**src/rtl/core_sequencer.sv**
```systemverilog
// ============================================================================
// Module   : core_sequencer
// Purpose  : Multi-cycle instruction sequencer (fetch/decode/execute/mem/wb),
//            owning the program counter. Optional PAUSE hint state enabled
//            by defining RISCUIN_ZIHINTPAUSE_EN.
// Revision : 1.0
// ============================================================================
`default_nettype none

module core_sequencer #(
    parameter int INSTR_ADDR_WIDTH = 8,
    parameter int RESET_VECTOR     = 0,
    parameter int PAUSE_CYCLES     = 16
) (
    input  logic                        clk,
    input  logic                        rst,
    input  logic                        rb_ready,
    input  logic                        ifetch_ack,
    input  logic                        is_branch,
    input  logic                        branch_taken,
    input  logic                        load_pc,
    input  logic                        mem_r,
    input  logic                        mem_w,
    input  logic                        reg_w_dec,
    input  logic                        pause_hint,
    input  logic                        bus_ready,
    input  logic                        bus_busy,
    input  logic [INSTR_ADDR_WIDTH-1:0] pc_target,
    output logic [INSTR_ADDR_WIDTH-1:0] pc,
    output logic [INSTR_ADDR_WIDTH-1:0] pc_plus,
    output logic                        ifetch_req,
    output logic                        instr_le,
    output logic                        bus_req,
    output logic                        bus_we,
    output logic                        reg_w,
    output logic                        retired,
    output logic                        pause_active,
    output logic                        pc_end,
    output logic [2:0]                  state
);

    typedef enum logic [2:0] {
        S_RESET_WAIT = 3'd0,
        S_FETCH      = 3'd1,
        S_DECODE     = 3'd2,
        S_EXECUTE    = 3'd3,
        S_MEM        = 3'd4,
        S_WRITEBACK  = 3'd5,
        S_PAUSE      = 3'd6,
        S_HALT       = 3'd7
    } state_t;

    localparam logic [INSTR_ADDR_WIDTH-1:0] c_reset_pc = INSTR_ADDR_WIDTH'(RESET_VECTOR);
    localparam logic [INSTR_ADDR_WIDTH-1:0] c_pc_one   = INSTR_ADDR_WIDTH'(1);

    state_t                        r_state;
    logic [INSTR_ADDR_WIDTH-1:0]   r_pc;
    logic                          r_ifetch_req;
    logic                          r_instr_le;
    logic                          r_bus_req;
    logic                          r_bus_we;
    logic                          r_reg_w;
    logic                          r_retired;
    logic                          r_pause_active;
    logic                          r_pc_end;
    // Set when the instruction now in WRITEBACK came through PAUSE (retires as NOP)
    logic                          r_nop;

    logic [INSTR_ADDR_WIDTH-1:0]   w_pc_plus;
    logic                          w_jump;
    logic                          w_pc_max;
    logic                          w_abort;

    assign w_pc_plus = r_pc + c_pc_one;
    assign w_jump    = !r_nop && ((is_branch && branch_taken) || load_pc);
    assign w_pc_max  = &r_pc;
    // HALT is sticky until rst, so a dropped rb_ready only aborts live states
    assign w_abort   = !rb_ready && (r_state != S_RESET_WAIT) && (r_state != S_HALT);

`ifdef RISCUIN_ZIHINTPAUSE_EN
    localparam logic [7:0] c_pause_load = 8'(PAUSE_CYCLES - 1);
    logic [7:0] r_pause_cnt;
`else
    logic [7:0] w_unused_pause;
    assign w_unused_pause = {7'd0, pause_hint} ^ 8'(PAUSE_CYCLES);
`endif

    always_ff @(posedge clk) begin
        if (rst) begin
            r_state        <= S_RESET_WAIT;
            r_pc           <= c_reset_pc;
            r_ifetch_req   <= 1'b0;
            r_instr_le     <= 1'b0;
            r_bus_req      <= 1'b0;
            r_bus_we       <= 1'b0;
            r_reg_w        <= 1'b0;
            r_retired      <= 1'b0;
            r_pause_active <= 1'b0;
            r_pc_end       <= 1'b0;
            r_nop          <= 1'b0;
`ifdef RISCUIN_ZIHINTPAUSE_EN
            r_pause_cnt    <= 8'd0;
`endif
        end else if (w_abort) begin
            r_state        <= S_RESET_WAIT;
            r_pc           <= c_reset_pc;
            r_ifetch_req   <= 1'b0;
            r_instr_le     <= 1'b0;
            r_bus_req      <= 1'b0;
            r_bus_we       <= 1'b0;
            r_reg_w        <= 1'b0;
            r_retired      <= 1'b0;
            r_pause_active <= 1'b0;
            r_nop          <= 1'b0;
        end else begin
            r_instr_le <= 1'b0;
            r_reg_w    <= 1'b0;
            r_retired  <= 1'b0;
            case (r_state)
                S_RESET_WAIT: begin
                    if (rb_ready) begin
                        r_state      <= S_FETCH;
                        r_ifetch_req <= 1'b1;
                    end
                end
                S_FETCH: begin
                    if (ifetch_ack) begin
                        r_state      <= S_DECODE;
                        r_ifetch_req <= 1'b0;
                        r_instr_le   <= 1'b1;
                    end
                end
                S_DECODE: begin
`ifdef RISCUIN_ZIHINTPAUSE_EN
                    if (pause_hint) begin
                        r_state        <= S_PAUSE;
                        r_pause_active <= 1'b1;
                        r_pause_cnt    <= c_pause_load;
                    end else begin
                        r_state <= S_EXECUTE;
                    end
`else
                    r_state <= S_EXECUTE;
`endif
                end
                S_EXECUTE: begin
                    if (mem_r || mem_w) begin
                        r_state   <= S_MEM;
                        r_bus_req <= 1'b1;
                        r_bus_we  <= mem_w;
                    end else begin
                        r_state   <= S_WRITEBACK;
                        r_reg_w   <= reg_w_dec;
                        r_retired <= 1'b1;
                        r_nop     <= 1'b0;
                    end
                end
                S_MEM: begin
                    if (bus_ready && !bus_busy) begin
                        r_state   <= S_WRITEBACK;
                        r_bus_req <= 1'b0;
                        r_bus_we  <= 1'b0;
                        r_reg_w   <= reg_w_dec;
                        r_retired <= 1'b1;
                        r_nop     <= 1'b0;
                    end else begin
                        r_bus_we  <= mem_w;
                    end
                end
                S_PAUSE: begin
`ifdef RISCUIN_ZIHINTPAUSE_EN
                    if (r_pause_cnt == 8'd0) begin
                        r_state        <= S_WRITEBACK;
                        r_pause_active <= 1'b0;
                        r_retired      <= 1'b1;
                        r_nop          <= 1'b1;
                    end else begin
                        r_pause_cnt <= r_pause_cnt - 8'd1;
                    end
`else
                    r_state   <= S_WRITEBACK;
                    r_retired <= 1'b1;
                    r_nop     <= 1'b1;
`endif
                end
                S_WRITEBACK: begin
                    r_nop <= 1'b0;
                    if (w_jump) begin
                        r_pc         <= pc_target;
                        r_state      <= S_FETCH;
                        r_ifetch_req <= 1'b1;
                    end else if (w_pc_max) begin
                        // Sequential step off the top of memory: freeze at last word
                        r_state  <= S_HALT;
                        r_pc_end <= 1'b1;
                    end else begin
                        r_pc         <= w_pc_plus;
                        r_state      <= S_FETCH;
                        r_ifetch_req <= 1'b1;
                    end
                end
                S_HALT: begin
                    r_pc_end <= 1'b1;
                end
            endcase
        end
    end

    assign pc           = r_pc;
    assign pc_plus      = w_pc_plus;
    assign ifetch_req   = r_ifetch_req;
    assign instr_le     = r_instr_le;
    assign bus_req      = r_bus_req;
    assign bus_we       = r_bus_we;
    assign reg_w        = r_reg_w;
    assign retired      = r_retired;
    assign pause_active = r_pause_active;
    assign pc_end       = r_pc_end;
    assign state        = r_state;

endmodule

`default_nettype wire

```
**config.mk**
```make
export PLATFORM = sky130hd
export DESIGN_NAME = core_sequencer
export DESIGN_NICKNAME = d
export VERILOG_FILES = /design/src/rtl/core_sequencer.sv
export SDC_FILE = /design/constraint.sdc
export NUM_CORES = 1
export LEC_CHECK = 0
export ABC_AREA = 0
export ABC_CLOCK_PERIOD_IN_PS = 4900
export BUFFER_PORTS_ARGS = -buffer_cell sky130_fd_sc_hd__buf_4
export CAP_MARGIN = 20
export CORE_UTILIZATION = 51
export DETAILED_ROUTE_END_ITERATION = 16
export PLACE_DENSITY = 0.88
export SLEW_MARGIN = 20
export SYNTH_ARGS = -nofsm -noshare
export SYNTH_HDL_FRONTEND = slang
export SYNTH_SLANG_ARGS = --single-unit
```
**constraint.sdc**
```tcl
create_clock -name clk -period 4.9 [get_ports clk]
set_clock_uncertainty 0.2 [all_clocks]
set_input_delay 0.735 -clock clk [delete_from_list [all_inputs] [get_ports clk]]
set_output_delay 0.735 -clock clk [all_outputs]
set_load 0.02 [all_outputs]
```
### Word level (Yosys, flattened, before mapping)

Cells that the tools add are included.
Widths: inputs -> output; s select.

* add/subtract/negate cells: 1
* equality and inequality tests: 17
* multiplexer cells: 32
* bitwise gates (word level): 2
* reductions and logical operators: 27

Operators with widths (number)
* $pmux 3 s7: 1
* $mux 1: 17
* $mux 8: 2
* $ne 2x2->1 const B: 8
* $mux 3: 5
* $eq 3x3->1 const B: 4
* $reduce_and 4->1: 3
* $add 8x1->8 const B: 1
* $pmux 1 s2: 4
* $reduce_and 8->1: 1
* $reduce_bool 7->1: 1
* $eq 3x2->1 const B: 2
* $ne 3x3->1 const B: 2
* $pmux 1 s3: 2
* $reduce_and 3->1: 2
* $reduce_bool 3->1: 2
* $logic_and 1x1->1: 5
* $pmux 1 s4: 1
* $reduce_and 2->1: 2
* $reduce_bool 2->1: 2
* $reduce_bool 4->1: 1
* $eq 3x1->1 const B: 1
* $logic_not 1->1: 3
* $logic_not 3->1: 1
* 4 further kinds: 6

* register bits after elaboration: 19
* input bits: 21
* output and inout port bits: 27
* word-level logic and storage cells: 89

### Logic depth before layout (Yosys ltp)

Gate-level depths: netlist (run 1).

* word-level depth: 5
* mapped depth: 6
* gate-level depth less buffers: 5

### Worst setup path before layout (run 1)

No wires, ideal clock.

* path kind: flip-flop to output port
* start: register r_pc[0], in the netlist pc[0]
* end: output pc_plus[6]
* arrival time: 1.418 ns
* data required time: 3.965 ns
* path slack: 2.547 ns
* stages on the path, launching flop included: 5
* cell sequence: dfxtp_1 ha_1 nand2_1 nor2_1 xor2_1

* cells in the longest elaborated chain, start to end: 1

Ends and longest elaborated chain
* start, declared: line 57 `logic [INSTR_ADDR_WIDTH-1:0] r_pc;`
* start signal, assigned: line 91 `r_pc <= c_reset_pc;`
* start signal, assigned: line 106 `r_pc <= c_reset_pc;`
* start signal, assigned: line 189 `r_pc <= pc_target;`
* $add 8x1->8: line 74 `assign w_pc_plus = r_pc + c_pc_one;`
* end, declared: line 30 `output logic [INSTR_ADDR_WIDTH-1:0] pc_plus,`

No other way between the ends.

### Worst setup path after layout (run 1)

* start: register r_pc[2], in the netlist pc[2]
* end: output pc_plus[7]

Same word-level chain as after synthesis.

==> results.rst, run 1 <==
.. list-table::
   :header-rows: 1

   * - Metric
     - Value
   * - Complex-gate fraction of the synthesized area
     - 0.309
   * - First-pass GRT wire length
     - 5160 um
   * - Via density per instance
     - between 6 and 7
   * - Result of the run
     - complete, no violations
   * - Post-route DRC violation count
     - 0
   * - Post-Syn Area
     - 1170 um2
   * - Worst Hold Path EP
     - pc_end
   * - Setup repair after global routing missed its margin
     - false
   * - Total overflow reported by the global router
     - 0
   * - R2R cell count
     - 4
   * - Number of I/O pins
     - 48
   * - Count of non-filler cells in the finished layout
     - 212
   * - Adder-cell area share of the yosys netlist
     - 0.0107
   * - Filler cell count in the final layout
     - roughly 160
   * - Post-detailed-route count of antenna-violating nets
     - 0
   * - Floorplan core area
     - 2060 um2
   * - Estimated wirelength of the detail-placed design
     - 2280 um
   * - Cells after Synth
     - 145
   * - Category of the most critical setup path
     - reg -> out
   * - Die outline area
     - 2490 um2
   * - Total routing usage reported by global routing
     - 0.269
   * - Number of nets at the end of the flow
     - ~210
   * - Main combinational cell family by area after synthesis
     - compound AO/OA/AOI/OAI gates
   * - Total number of yosys warnings
     - 0
   * - Routed WL
     - 3130 um
   * - Routed wirelength normalized by instance count
     - roughly 15 um
   * - Reg-to-reg critical path endpoint
     - pc[5]
   * - Number of pins exceeding their max-slew limit in the final report
     - 0
   * - Post-synthesis net count
     - 167
   * - CP peak stage delay
     - 0.50 ns
   * - Global placement routability congestion
     - a little under 0.9
   * - Simple logic cell fraction of the synthesized area
     - 0.233
   * - Worst voltage drop across the vdd grid
     - 0.000180 V
   * - Transition time of the tightest slew-check pin
     - 0.841 ns
   * - R2r startpoint
     - state[2]
   * - Cell type of the slowest stage on the worst timing path
     - dfxtp_1
   * - DRT iter0 DRCs
     - between 40 and 50
   * - Hold bufs inserted after CTS
     - 0
   * - Fraction of registers with async set or reset after synthesis
     - 0
   * - Clock Sink Count
     - 19
   * - Worst hold path class
     - reg -> reg
   * - Layout cells sized above 1
     - 0.297
   * - Number of endpoints failing setup at the final stage
     - 0
   * - Worst-case clock buffer depth
     - 2
   * - Total via count in the routed design
     - 1322
   * - Std cell rows
     - 16
   * - Buffers inserted during post-CTS setup optimization
     - 0
   * - Die height
     - 49.9 um
   * - Post-cts repair resize count
     - 0
   * - Maximum number of pins on one net before global-route repair
     - 15
   * - Number of levels in the clock H-tree
     - 1
   * - Post-Synthesis Mean Instance Area
     - 8.09 um2
   * - Critical Path End Type
     - output port
   * - CTS Root Buffer Type
     - clkbuf_4
   * - Worst slew margin relative to its limit
     - 0.437
   * - Crit path DAT
     - around 1.8 ns
   * - Required arrival time at the worst endpoint
     - 3.96 ns
   * - Shortest period the worst path allows
     - approximately 2.7 ns
   * - Total power per unit cell area
     - about 220 nW/um2
   * - Series of cell instances along the critical path
     - nand3_1, o21a_1, or2_1, buf_4
   * - Max cap viols
     - 0
   * - Clock buffer count from CTS
     - 3
   * - Vias in the first global route
     - around 1200
   * - Largest fanout on the critical path
     - 8
   * - Final hold vios
     - 0
   * - Utilization after layout
     - 0.735
   * - Number of antenna repair diodes
     - 0
   * - CTS tree
     - built
   * - Xor-xnor portion of the synthesized cell area
     - 0.0299
   * - Number of antenna violations at the first check in global routing
     - 0
   * - Startpoint type of the worst setup path
     - flip-flop
   * - Starting utilization of the core area
     - 0.569
   * - # port buffers
     - 45
   * - Post-synthesis cell type count
     - 46
   * - Flip-flop and latch count after synthesis
     - 19
   * - Post-synth top flop
     - dfxtp_1
   * - Die span in x
     - 49.9 um
   * - Cell count after placement
     - 208
   * - Flop2flop setup slack
     - 2.68 ns
   * - Clock-pin slew on the worst setup and hold paths
     - 0.11 ns
   * - Initial DRT Pass Iterations
     - 4
   * - LEAKAGE
     - between 0.6 and 0.7 nW
   * - Upper clock frequency limit
     - 369 MHz
   * - Sequential share of the synthesized area
     - 0.324
   * - Crit share post-route
     - 0.552
   * - Post-synth EDFFs
     - 0
   * - Hold path cells
     - 1
   * - Hold Path Origin
     - pc_end
   * - Mux contribution to synthesized area
     - 0.0256
   * - Layout overhead on the synthesized area
     - 29.2%
   * - Clock insertion delay at the later pin of the skew report
     - about 0.30 ns
   * - Setup TNS after final layout
     - 0 ns
==> per-stage QoR <==
stage               worst slack, ns  area (um2)  total power, mW  hold WS, ns
floorplan                      2.55        1170            0.226        0.343
global placement               2.59        1490            0.255        0.248
detailed placement             2.55        1490            0.258        0.262
CTS                            2.20        1520            0.337        0.288
global route                   2.08        1520            0.356        0.306
finish                         2.19        1520            0.337        0.279
==> critical path: cells and delay by family, from the launching register on <==
kind / cells / cell delay, ns
flip-flops: 1 / 0.50
AND/OR/NAND/NOR: 2 / 0.53
AO/OA/AOI/OAI: 1 / 0.28
buffers and inverters: 1 / 0.16
==> cell usage after synthesis, types with 3 or more instances <==
cell      number  share of area
o22ai_1        4          0.021
o31ai_1        3          0.019
o21a_1         4          0.026
and3_1         4          0.021
a21oi_1       10          0.043
nand2b_1       4          0.021
o211ai_1       4          0.026
nor2_1        11          0.035
inv_1          5          0.016
or2_1          3          0.016
nand2_1        7          0.022
nand3_1        6          0.026
clkbuf_1       3         0.0096
dfxtp_1       19           0.32
nor3_1         8          0.034
o21ai_0        8          0.034
buf_2          3          0.013
mux2i_1        3          0.026
==> power by group <==
group	internal, mW	switching [mW]
clock network	0.0304	0.0507
logic	0.0376	0.0443
registers	0.161	0.0133
total	0.229	0.108
==> sequential cells by signal, indices dropped and copies added (netlist names) <==
register,count
bus_req,1
ifetch_req,1
bus_we,1
r_nop,1
pc_end,1
state,3
reg_w,1
retired,1
instr_le,1
pc,8
==> cell type report <==
class | instances | area [um2] | area share
tap | 27 | 33.8 | 0.0223
multi-input combinational | 112 | 717 | 0.473
clock inverter | 1 | 5.00 | 0.00330
sequential | 19 | 380 | 0.251
timing repair buffer | 45 | 338 | 0.223
clock buffer | 3 | 22.5 | 0.0149
inverter | 5 | 18.8 | 0.0124
==> per-layer routing <==
metal / track usage / up-vias / routed length (um)
met1: 0.343 / 623 / 1310
met2: 0.446 / 74 / 1530
met5: 0 / - / 0
li1: - / 619 / -
met3: 0.0648 / 6 / 245
met4: 0.0762 / 0 / 43
==> layout by cell type (no fill, tap or decap), types with 5 or more instances in the layout <==
cell type,netlist,final
nor3_1,8,8
a21oi_1,10,10
inv_1,5,5
nand3_1,6,6
dfxtp_1,19,19
nor2_1,11,11
buf_4,1,45
nand2_1,7,7
o21ai_0,8,8
==> worst max path at each step <==
stage,from,end,slack (ns),cells after the start
floorplan,pc[0],pc_plus[6],2.55,4
global placement,pc[2],pc_plus[7],2.59,4
detailed placement,pc[2],pc_plus[7],2.55,4
CTS,pc[2],pc_plus[7],2.20,4
global route,pc[2],pc_plus[7],2.08,4
finish,pc[2],pc_plus[7],2.19,4
==> cells by family (layout without fill, tap and decap cells) <==
family | count (synthesis) | count (layout)
flip-flops | 19 | 19
AO/OA/AOI/OAI | 52 | 52
other | 1 | 1
multiplexers | 3 | 3
adder cells (fa/ha/maj) | 1 | 1
XOR/XNOR | 4 | 4
buffers and inverters | 14 | 54
AND/OR/NAND/NOR | 51 | 51
Note: power is estimated with default switching activity, not from simulation.
==> inputs of run 2 (changes only) <==
Settings changed: ABC_CLOCK_PERIOD_IN_PS 4900 to 2200, CORE_UTILIZATION 51 to 43, PLACE_DENSITY 0.88 to 0.79.
Clock period 4.9 ns to 2.2 ns, I/O delays scaled along.
==> results.rst, run 2 (same netlist as run 1, synthesis figures left out) <==
.. list-table::
   :header-rows: 1

   * - Metric
     - Value
   * - Clock buffer count from CTS
     - 3
   * - Combinational power share
     - 0.262
   * - Shortest period the worst path allows
     - around 2.1 ns
   * - Via density per instance
     - 6.02
   * - Worst Setup Slack post-DPL
     - approximately 0.26 ns
   * - Clock Sink Count
     - 19
   * - Crit path DAT
     - 1.58 ns
   * - Std cell rows
     - 18
   * - Number of endpoints failing setup at the final stage
     - 0
   * - Register share of total power
     - 0.483
   * - Most common library cell in the layout ignoring fill and taps
     - buf_4
   * - Floorplan core area
     - roughly 2500 um2
   * - Switching power summed over all nets
     - 0.265 mW
   * - Startpoint type of the worst setup path
     - flip-flop
   * - Flip-flop count of the largest register after layout
     - 8
   * - Required arrival time at the worst endpoint
     - 1.67 ns
   * - Vias in the first global route
     - 1132
   * - Worst-case clock buffer depth
     - 2
   * - First-pass GRT wire length
     - 5040 um
   * - Result of the run
     - complete, no violations
   * - Worst hold path class
     - in -> reg
   * - Clock insertion delay at the later pin of the skew report
     - 0.32 ns
   * - Die outline area
     - a little under 3000 um2
   * - Die span in x
     - 54.2 um
   * - Post-route DRC violation count
     - 0
   * - Global placement routability congestion
     - approximately 0.9
   * - Setup TNS after final layout
     - 0 ns
   * - Routed wirelength normalized by instance count
     - 15.0 um
   * - Total power per unit cell area
     - 491 nW/um2
   * - Clock-pin slew on the worst setup and hold paths
     - 0.13 ns
   * - Post-detailed-route count of antenna-violating nets
     - 0
   * - # port buffers
     - 45
   * - Int Power
     - approximately 0.52 mW
   * - Estimated wirelength of the detail-placed design
     - 2450 um
   * - Crit share post-route
     - 0.961
   * - Utilization after layout
     - 0.636
   * - Number of nets at the end of the flow
     - between 200 and 250
   * - Filler cell count in the final layout
     - roughly 220
   * - Critical Path End Type
     - output port
   * - Category of the most critical setup path
     - reg -> out
   * - CTS Root Buffer Type
     - clkbuf_4
   * - Number of levels in the clock H-tree
     - 1
   * - DRT iter0 DRCs
     - 50
   * - Upper clock frequency limit
     - 473 MHz
   * - Total via count in the routed design
     - 1337
   * - Largest fanout on the critical path
     - 6
   * - Commonest cells after routing, fill and taps aside
     - buf_4 (52), dfxtp_1 (13), a21oi_1 (10), nor2_1 (10)
   * - Switching Fraction
     - 0.336
   * - Final hold vios
     - 0
   * - Least setup slack across all paths after layout
     - 0.0851 ns
   * - Hold bufs inserted after CTS
     - 0
   * - LEAKAGE
     - slightly above 0.7 nW
   * - Max cap viols
     - 0
   * - Total overflow reported by the global router
     - 0
   * - Starting utilization of the core area
     - 0.465
   * - Layout overhead on the synthesized area
     - 36.8%
   * - Maximum number of pins on one net before global-route repair
     - 15
   * - Die height
     - 54.2 um
   * - CTS tree
     - built
   * - Number of antenna repair diodes
     - 0
   * - Number of antenna violations at the first check in global routing
     - 0
   * - Layout cells sized above 1
     - 0.365
   * - Worst voltage drop across the vdd grid
     - between 0.0004 and 0.0005 V
   * - Clock network fraction of total power
     - 0.255
   * - Total routing usage reported by global routing
     - 0.235
   * - Number of pins exceeding their max-slew limit in the final report
     - 0
   * - Initial DRT Pass Iterations
     - 4
   * - Routed WL
     - 3320 um
   * - Number of I/O pins
     - 48
-- run 2: metrics by stage --
stage                     hold WS, ns  std cells  total power, mW  area (um2)
after floorplan                 0.276        145            0.504        1170
after global placement          0.252        218            0.584        1540
after detailed placement        0.248        218            0.592        1540
after CTS                      0.0309        222            0.787        1580
after global routing           0.0209        222            0.826        1600
final                          0.0278        222            0.788        1600
-- run 2: power by group through the flow --
stage               logic (mW)  registers [mW]  clock network, mW
global placement         0.196           0.388                  0
global route             0.222           0.385              0.219
finish                   0.206           0.380              0.201
floorplan                0.108           0.396                  0
CTS                      0.203           0.381              0.202
detailed placement       0.203           0.389                  0
-- run 2: routing by layer --
layer  global-route usage  up-vias  wire length (um)
met1                0.314      622              1440
li1                     -      633                 -
met3               0.0361       10               210
met5                    0        -                 0
met4                0.111        0                77
met2                0.366       72              1590
-- run 2: path summary, 6_finish.rpt --
path | to | startpoint | slack (ns) | depth (start not counted)
max | pc_plus[7] | pc[6] | 0.09 | 4
min | reg_w | reg_w_dec | 0.03 | 2
max reg2reg | pc[0] | pc[0] | 0.21 | 5
min reg2reg | pc_end | pc_end | 0.29 | 1
-- run 2: critical path, stage by stage, from the launching register on --
cell and delay (ns):
dfxtp_1 0.48, nand4_1 0.19, o21a_1 0.22, or2_1 0.22, buf_4 0.16
-- run 2: repair_timing --
item | 4_1_cts | 5_1_grt
gates resized for setup | 3 | 8
setup buffers | 0 | 0
pin swaps | 0 | 1
setup endpoints to repair | 3 | 3
cloned | 0 | 0
endpoints found under the hold margin | 0 | 0
-- run 2: layout make-up --
type / instances / area [um2] / area share
clock buffer: 3 / 22.5 / 0.0140
inverter: 5 / 18.8 / 0.0117
tap: 30 / 37.5 / 0.0234
timing repair buffer: 52 / 390 / 0.243
sequential: 19 / 390 / 0.243
clock inverter: 1 / 7.51 / 0.00468
multi-input combinational: 112 / 737 / 0.459
